[config.mk]
export PLATFORM = sky130hd
export DESIGN_NAME = evm_ballot_ctrl
export DESIGN_NICKNAME = d
export VERILOG_FILES = /design/src/rtl/evm_pkg.sv /design/src/rtl/evm_btn_sync.sv /design/src/rtl/evm_ballot_ctrl.sv
export SDC_FILE = /design/constraint.sdc
export NUM_CORES = 1
export LEC_CHECK = 0
export ABC_AREA = 1
export CAP_MARGIN = 20
export CELL_PAD_IN_SITES_DETAIL_PLACEMENT = 0
export CELL_PAD_IN_SITES_GLOBAL_PLACEMENT = 1
export CORE_MARGIN = 1
export CORE_UTILIZATION = 35
export DETAILED_ROUTE_END_ITERATION = 6
export DONT_BUFFER_PORTS = 1
export PLACE_DENSITY = 0.64
export SLEW_MARGIN = 10
export SYNTH_ARGS = -nofsm -noshare
export SYNTH_HDL_FRONTEND = slang
export SYNTH_SLANG_ARGS = --single-unit
[constraint.sdc]
create_clock -name clk -period 4.6 [get_ports clk]
set_input_delay 0.23 -clock clk [delete_from_list [all_inputs] [get_ports clk]]
set_output_delay 0.23 -clock clk [all_outputs]
set_load 0.005 [all_outputs]
[src/rtl/evm_pkg.sv]
// Shared definitions for the EVM ballot controller: FSM states, candidate
// codes, voting-unit readout selects and the default count width.
package evm_pkg;

  localparam int EVM_WIDTH = 7;

  typedef enum logic [3:0] {
    ST_IDLE,
    ST_ISSUE,
    ST_WAIT_VOTE,
    ST_CAST,
    ST_CLOSE,
    ST_RD_C1,
    ST_RD_C2,
    ST_RD_C3,
    ST_RD_WIN,
    ST_DONE
  } state_t;

  localparam logic [1:0] CAND_NONE = 2'b00;
  localparam logic [1:0] CAND_C1   = 2'b01;
  localparam logic [1:0] CAND_C2   = 2'b10;
  localparam logic [1:0] CAND_C3   = 2'b11;

  localparam logic [1:0] SEL_C1    = 2'b00;
  localparam logic [1:0] SEL_C2    = 2'b01;
  localparam logic [1:0] SEL_C3    = 2'b10;
  localparam logic [1:0] SEL_NONE  = 2'b11;

  // Simultaneous presses of several voter buttons map to CAND_NONE.
  function automatic logic [1:0] cand_code(input logic [2:0] v);
    case (v)
      3'b001:  return CAND_C1;
      3'b010:  return CAND_C2;
      3'b100:  return CAND_C3;
      default: return CAND_NONE;
    endcase
  endfunction

endpackage

[src/rtl/evm_btn_sync.sv]
// Two-flop synchronizer plus rising-edge detector for one raw push button.
module evm_btn_sync (
  input  logic clk,
  input  logic rst,
  input  logic i_btn,
  output logic o_rise
);

  logic r_meta;
  logic r_sync;
  logic r_prev;

  always_ff @(posedge clk or negedge rst) begin
    if (!rst) begin
      r_meta <= 1'b0;
      r_sync <= 1'b0;
      r_prev <= 1'b0;
    end else begin
      r_meta <= i_btn;
      r_sync <= r_meta;
      r_prev <= r_sync;
    end
  end

  assign o_rise = r_sync & ~r_prev;

endmodule

[src/rtl/evm_ballot_ctrl.sv]
// Presiding-officer ballot controller: issues ballots, forwards single votes,
// closes the session and captures the voting unit's results.
module evm_ballot_ctrl
  import evm_pkg::*;
#(
  parameter int WIDTH = EVM_WIDTH
) (
  input  logic             clk,
  input  logic             rst,
  input  logic             btn_issue,
  input  logic             btn_close,
  input  logic [2:0]       btn_vote,
  input  logic             evm_voting_in_progress,
  input  logic             evm_voting_done,
  input  logic             evm_invalid_results,
  input  logic [1:0]       evm_candidate_name,
  input  logic [WIDTH-1:0] evm_results,
  output logic             candidate_ready,
  output logic             vote_candidate_1,
  output logic             vote_candidate_2,
  output logic             vote_candidate_3,
  output logic             voting_session_done,
  output logic [1:0]       display_results,
  output logic             display_winner,
  output logic [WIDTH-1:0] tally_1,
  output logic [WIDTH-1:0] tally_2,
  output logic [WIDTH-1:0] tally_3,
  output logic [1:0]       winner_name,
  output logic [WIDTH-1:0] winner_votes,
  output logic             result_invalid,
  output logic             tally_valid,
  output logic [WIDTH-1:0] ballots_issued,
  output logic             ballot_abandoned
);

  logic       w_issue_edge;
  logic       w_close_edge;
  logic [2:0] w_vote_edge;
  logic       w_rd_abort;

  state_t     r_state;
  logic       r_first;
  logic       r_idle_seen;

  evm_btn_sync u_sync_issue (
    .clk    (clk),
    .rst    (rst),
    .i_btn  (btn_issue),
    .o_rise (w_issue_edge)
  );

  evm_btn_sync u_sync_close (
    .clk    (clk),
    .rst    (rst),
    .i_btn  (btn_close),
    .o_rise (w_close_edge)
  );

  for (genvar g = 0; g < 3; g++) begin : g_vote_sync
    evm_btn_sync u_sync_vote (
      .clk    (clk),
      .rst    (rst),
      .i_btn  (btn_vote[g]),
      .o_rise (w_vote_edge[g])
    );
  end

  // Losing evm_voting_done mid-readout means the results are no longer valid.
  assign w_rd_abort = (r_state inside {ST_RD_C1, ST_RD_C2, ST_RD_C3, ST_RD_WIN})
                      && !evm_voting_done;

  always_ff @(posedge clk or negedge rst) begin
    if (!rst) begin
      r_state             <= ST_IDLE;
      r_first             <= 1'b0;
      r_idle_seen         <= 1'b0;
      candidate_ready     <= 1'b0;
      vote_candidate_1    <= 1'b0;
      vote_candidate_2    <= 1'b0;
      vote_candidate_3    <= 1'b0;
      voting_session_done <= 1'b0;
      display_results     <= SEL_NONE;
      display_winner      <= 1'b0;
      tally_1             <= '0;
      tally_2             <= '0;
      tally_3             <= '0;
      winner_name         <= CAND_NONE;
      winner_votes        <= '0;
      result_invalid      <= 1'b0;
      tally_valid         <= 1'b0;
      ballots_issued      <= '0;
      ballot_abandoned    <= 1'b0;
    end else begin
      candidate_ready  <= 1'b0;
      vote_candidate_1 <= 1'b0;
      vote_candidate_2 <= 1'b0;
      vote_candidate_3 <= 1'b0;
      ballot_abandoned <= 1'b0;

      if (w_rd_abort) begin
        r_state         <= ST_IDLE;
        display_results <= SEL_NONE;
        display_winner  <= 1'b0;
        tally_valid     <= 1'b0;
      end else begin
        case (r_state)
          ST_IDLE: begin
            if (evm_voting_done) begin
              r_state         <= ST_RD_C1;
              display_results <= SEL_C1;
            end else if (w_issue_edge) begin
              r_state         <= ST_ISSUE;
              candidate_ready <= 1'b1;
              if (ballots_issued != '1) ballots_issued <= ballots_issued + 1'b1;
            end else if (w_close_edge) begin
              r_state             <= ST_CLOSE;
              voting_session_done <= 1'b1;
            end
          end

          ST_ISSUE: begin
            r_state     <= ST_WAIT_VOTE;
            r_first     <= 1'b1;
            r_idle_seen <= 1'b0;
          end

          // The first cycle here is ignored for abandonment: the voting unit
          // needs a cycle to react to candidate_ready.
          ST_WAIT_VOTE: begin
            r_first <= 1'b0;
            if (evm_voting_in_progress) begin
              r_idle_seen <= 1'b0;
              case (cand_code(w_vote_edge))
                CAND_C1: begin
                  vote_candidate_1 <= 1'b1;
                  r_state          <= ST_CAST;
                end
                CAND_C2: begin
                  vote_candidate_2 <= 1'b1;
                  r_state          <= ST_CAST;
                end
                CAND_C3: begin
                  vote_candidate_3 <= 1'b1;
                  r_state          <= ST_CAST;
                end
                default: ;
              endcase
            end else if (!r_first) begin
              if (r_idle_seen) begin
                ballot_abandoned <= 1'b1;
                r_state          <= ST_IDLE;
              end else begin
                r_idle_seen <= 1'b1;
              end
            end
          end

          ST_CAST: r_state <= ST_IDLE;

          ST_CLOSE: begin
            if (evm_voting_done) begin
              voting_session_done <= 1'b0;
              display_results     <= SEL_C1;
              r_state             <= ST_RD_C1;
            end
          end

          // Each select is presented for one cycle and captured on exit.
          ST_RD_C1: begin
            tally_1         <= evm_results;
            result_invalid  <= evm_invalid_results;
            display_results <= SEL_C2;
            r_state         <= ST_RD_C2;
          end

          ST_RD_C2: begin
            tally_2         <= evm_results;
            display_results <= SEL_C3;
            r_state         <= ST_RD_C3;
          end

          ST_RD_C3: begin
            tally_3         <= evm_results;
            display_results <= SEL_NONE;
            display_winner  <= 1'b1;
            r_state         <= ST_RD_WIN;
          end

          ST_RD_WIN: begin
            winner_name    <= evm_candidate_name;
            winner_votes   <= evm_results;
            display_winner <= 1'b0;
            tally_valid    <= 1'b1;
            r_state        <= ST_DONE;
          end

          ST_DONE: begin
            if (!evm_voting_done) begin
              tally_valid <= 1'b0;
              r_state     <= ST_IDLE;
            end
          end

          default: r_state <= ST_IDLE;
        endcase
      end
    end
  end

endmodule

==> metrics.txt <==
CP Max Fanout=16; grt met1 use=slightly above 20%; final-layout fill cell count=about 830; gr busiest metal=met2; crit path DAT=about 2000 ps; H-tree depth=3; DR vias/cell=~4.6; Residual DRC=0; number of global-route vias before repair=2039; post-synthesis instance area=between 0.002 and 0.003 mm²; Non-Filler Instances=436; Clk Latency, worst-skew pair=approximately 340 ps; DRT antenna net count=0; met2 Use GR=between 20 and 25%; Leak Pwr=0.001666 µW; post-synthesis sequential area ratio=between 50% and 60%; Rows=33; Initial Utilization=36.10%; largest family of logic cells by synthesized area=simple AND/OR/NAND/NOR gates; post-synthesis xor/xnor area fraction=0.5935%; Worst Setup Start Kind=flop; Crit Path Class=flop to flop; drt pass-1 iters=6; Synth Register Bits=about 70; CTS tree=built; worst-margin pin slew=~570 ps; Ant. Diodes=0; core area=roughly 0.0082 mm²; status=completed; # IOs=67; global route overflow=0; worst relative slew slack=62.13%; Hold-fix buffers, CTS=14; Crit. End Element=flop; hold path depth=2; clk_skew=approximately 7.0 ps; Final GP Congestion=0.7795; max_cap viols=0; Max clock buf depth=2; Pwr Density=580.0 mW/mm²; fin crit share=39.11%; WL per Instance=~14 µm; TNS Setup=0 ps; final WL=6165 µm; Synth Area in Compound Gates=between 10% and 20%; post_cts resized=0; final hold slack=15.21 ps; Synth Warn #=0; Period minus WS final=1799 ps; Mapped Cells=slightly above 300; HP Class=input port to flop; Placed Instances=between 400 and 500; Synth Area per Inst=approximately 9.6 µm²; Reg2Reg Depth=8; max frequency=0.5559 GHz; multiplexer share of the synthesized area=0%; RSZ-0062 raised after global routing=false; Synth Area in Simple Gates=21.49%; pin count of the biggest net entering global routing=70; fraction of layout cells with a size suffix above 1=between 15 and 20%; Worst Setup Slack, final=between 2000 and 3000 ps; Peak VDD IR=0.2296 mV; met3 Use GR=a little over 7%; WP data required=about 4800 ps; initial DRC count=123; nets=approximately 350; Clock Sinks=69; post-synthesis to final-layout area growth=14.84%; Die Wd=93.83 µm; GRT Util Overall=approximately 15%; Die Y=around 94 µm; Hold Fails Final Rpt=0; post-detail-place hpwl=between 4000 and 5000 µm; full die area=between 0.008 and 0.009 mm²; Via Count=around 2000; adder-cell share of the synthesized area=less than 1%; Slew Limit Fails=0; CTS Buf Count=9; Netlist cell types=28; count of final setup violators=0; syn_nets=roughly 330; initial antenna violation count=0; # Post-CTS Setup Buffers=0; clock-pin transition on the worst setup and hold timing paths=around 70 ps; clock root buffer=clkbuf_8; global-route wire length before repair=around 10000 µm; Overall Power=between 1500 and 2000 µW; Place WS=2789 ps; port buffer count=0
## final cells by class
type / count / area [µm²] / share of cell area (%)
clock inverter: 1 / 30.03 / 0.8859
multi-input combinational: 191 / 1005 / 29.64
sequential: 69 / 1729 / 51.02
inverter: 42 / 157.7 / 4.651
clock buffer: 13 / 168.9 / 4.983
tap: 105 / 131.4 / 3.876
timing repair buffer: 15 / 167.7 / 4.946
## worst max-delay path, cell delays in order (launching register included)
cell	delay [ps]
dfrtp_1	430
inv_1	90
nor2_1	70
nand2_2	230
nand2_2	140
o21ai_4	300
nand2_4	240
nand2_1	130
o21ai_2	50
## worst paths after layout
path / slack, ps / endpoint / from
worst max-delay path: 2800 / winner_votes[2] / r_state[0]
worst min-delay path: 20 / r_state[0] / evm_voting_done
worst max register to register: 2800 / winner_votes[2] / r_state[0]
worst min register to register: 350 / g_vote_sync[0].u_sync_vote.r_sync / g_vote_sync[0].u_sync_vote.r_meta
max in group asynchronous: 3840 / tally_1[0] / rst
min in group asynchronous: 400 / vote_candidate_3 / rst
## flip-flops by register name, indices dropped and copies added, names as in the netlist, 2 cells and up
signal	flops
r_state	4
winner_name	2
g_vote_sync.u_sync_vote.r_meta	3
tally_3	7
g_vote_sync.u_sync_vote.r_prev	3
winner_votes	7
g_vote_sync.u_sync_vote.r_sync	3
ballots_issued	7
tally_2	7
tally_1	7
display_results	2
## per-stage QoR
stage / instance area, µm² / util [%]
floorplan: 2952 / -
detailed placement: 3023 / 36.98
CTS: 3379 / 41.34
finish: 3390 / 41.46
global placement: 3023 / 36.98
global route: 3390 / 41.46
## placed cells by master, fill, tap and decap left out, drive strengths merged
| master | n |
|---|---|
| xnor2 | 2 |
| nor2 | 30 |
| a21oi | 5 |
| a31oi | 2 |
| ha | 1 |
| nand4 | 2 |
| o211ai | 3 |
| dfstp | 2 |
| o21ai | 41 |
| nand3 | 17 |
| dfrtp | 67 |
| nor4 | 1 |
| nand2 | 86 |
| bufinv | 1 |
| clkbuf | 13 |
| inv | 42 |
| dlygate4sd3 | 14 |
| o31ai | 1 |
| buf | 1 |
## layer usage
layer	part of all wire (%)	vias up	routed length, µm
met5	0	-	0
met4	0.79	0	49
met3	6.5	3	398
met2	45	37	2784
met1	48	957	2932
li1	-	1016	-
## synthesized netlist by cell type
cell	n	area share, %
nand2_1	71	9.0
dfrtp_1	67	57
inv_1	39	5.0
nor2_1	23	2.9
nand3_1	17	2.9
o21ai_2	15	4.5
o21ai_0	14	2.4
o21ai_1	11	1.9
nand2_2	9	1.9
nand2_4	6	2.3
a21oi_1	5	0.85
nor2_2	5	1.1
inv_2	3	0.38
o211ai_1	3	0.76
a31oi_1	2	0.42
buf_2	2	0.34
dfstp_2	2	1.8
nand4_1	2	0.42
nor2_4	2	0.76
xnor2_1	2	0.59
buf_12	1	0.68
buf_6	1	0.38
buf_8	1	0.51
clkbuf_1	1	0.13
ha_1	1	0.42
nor4_1	1	0.21
o21ai_4	1	0.55
o31ai_1	1	0.25
## power breakdown
part           leakage (µW)  switching, µW  total [µW]  internal [µW]
logic              0.000692            307         499            192
registers          0.000872            165         959            795
clock network      0.000102            217         507            290
total               0.00167            689        1970           1280
## cell families after synthesis
logic type | count (synthesis)
AOI/OAI and AO/OA | 52
xor gates and xnor gates | 2
adders and majority gates | 1
buffers and inverters | 48
DFF | 69
and+or+nand+nor | 136
No activity file was read; power rests on OpenSTA's default activity.
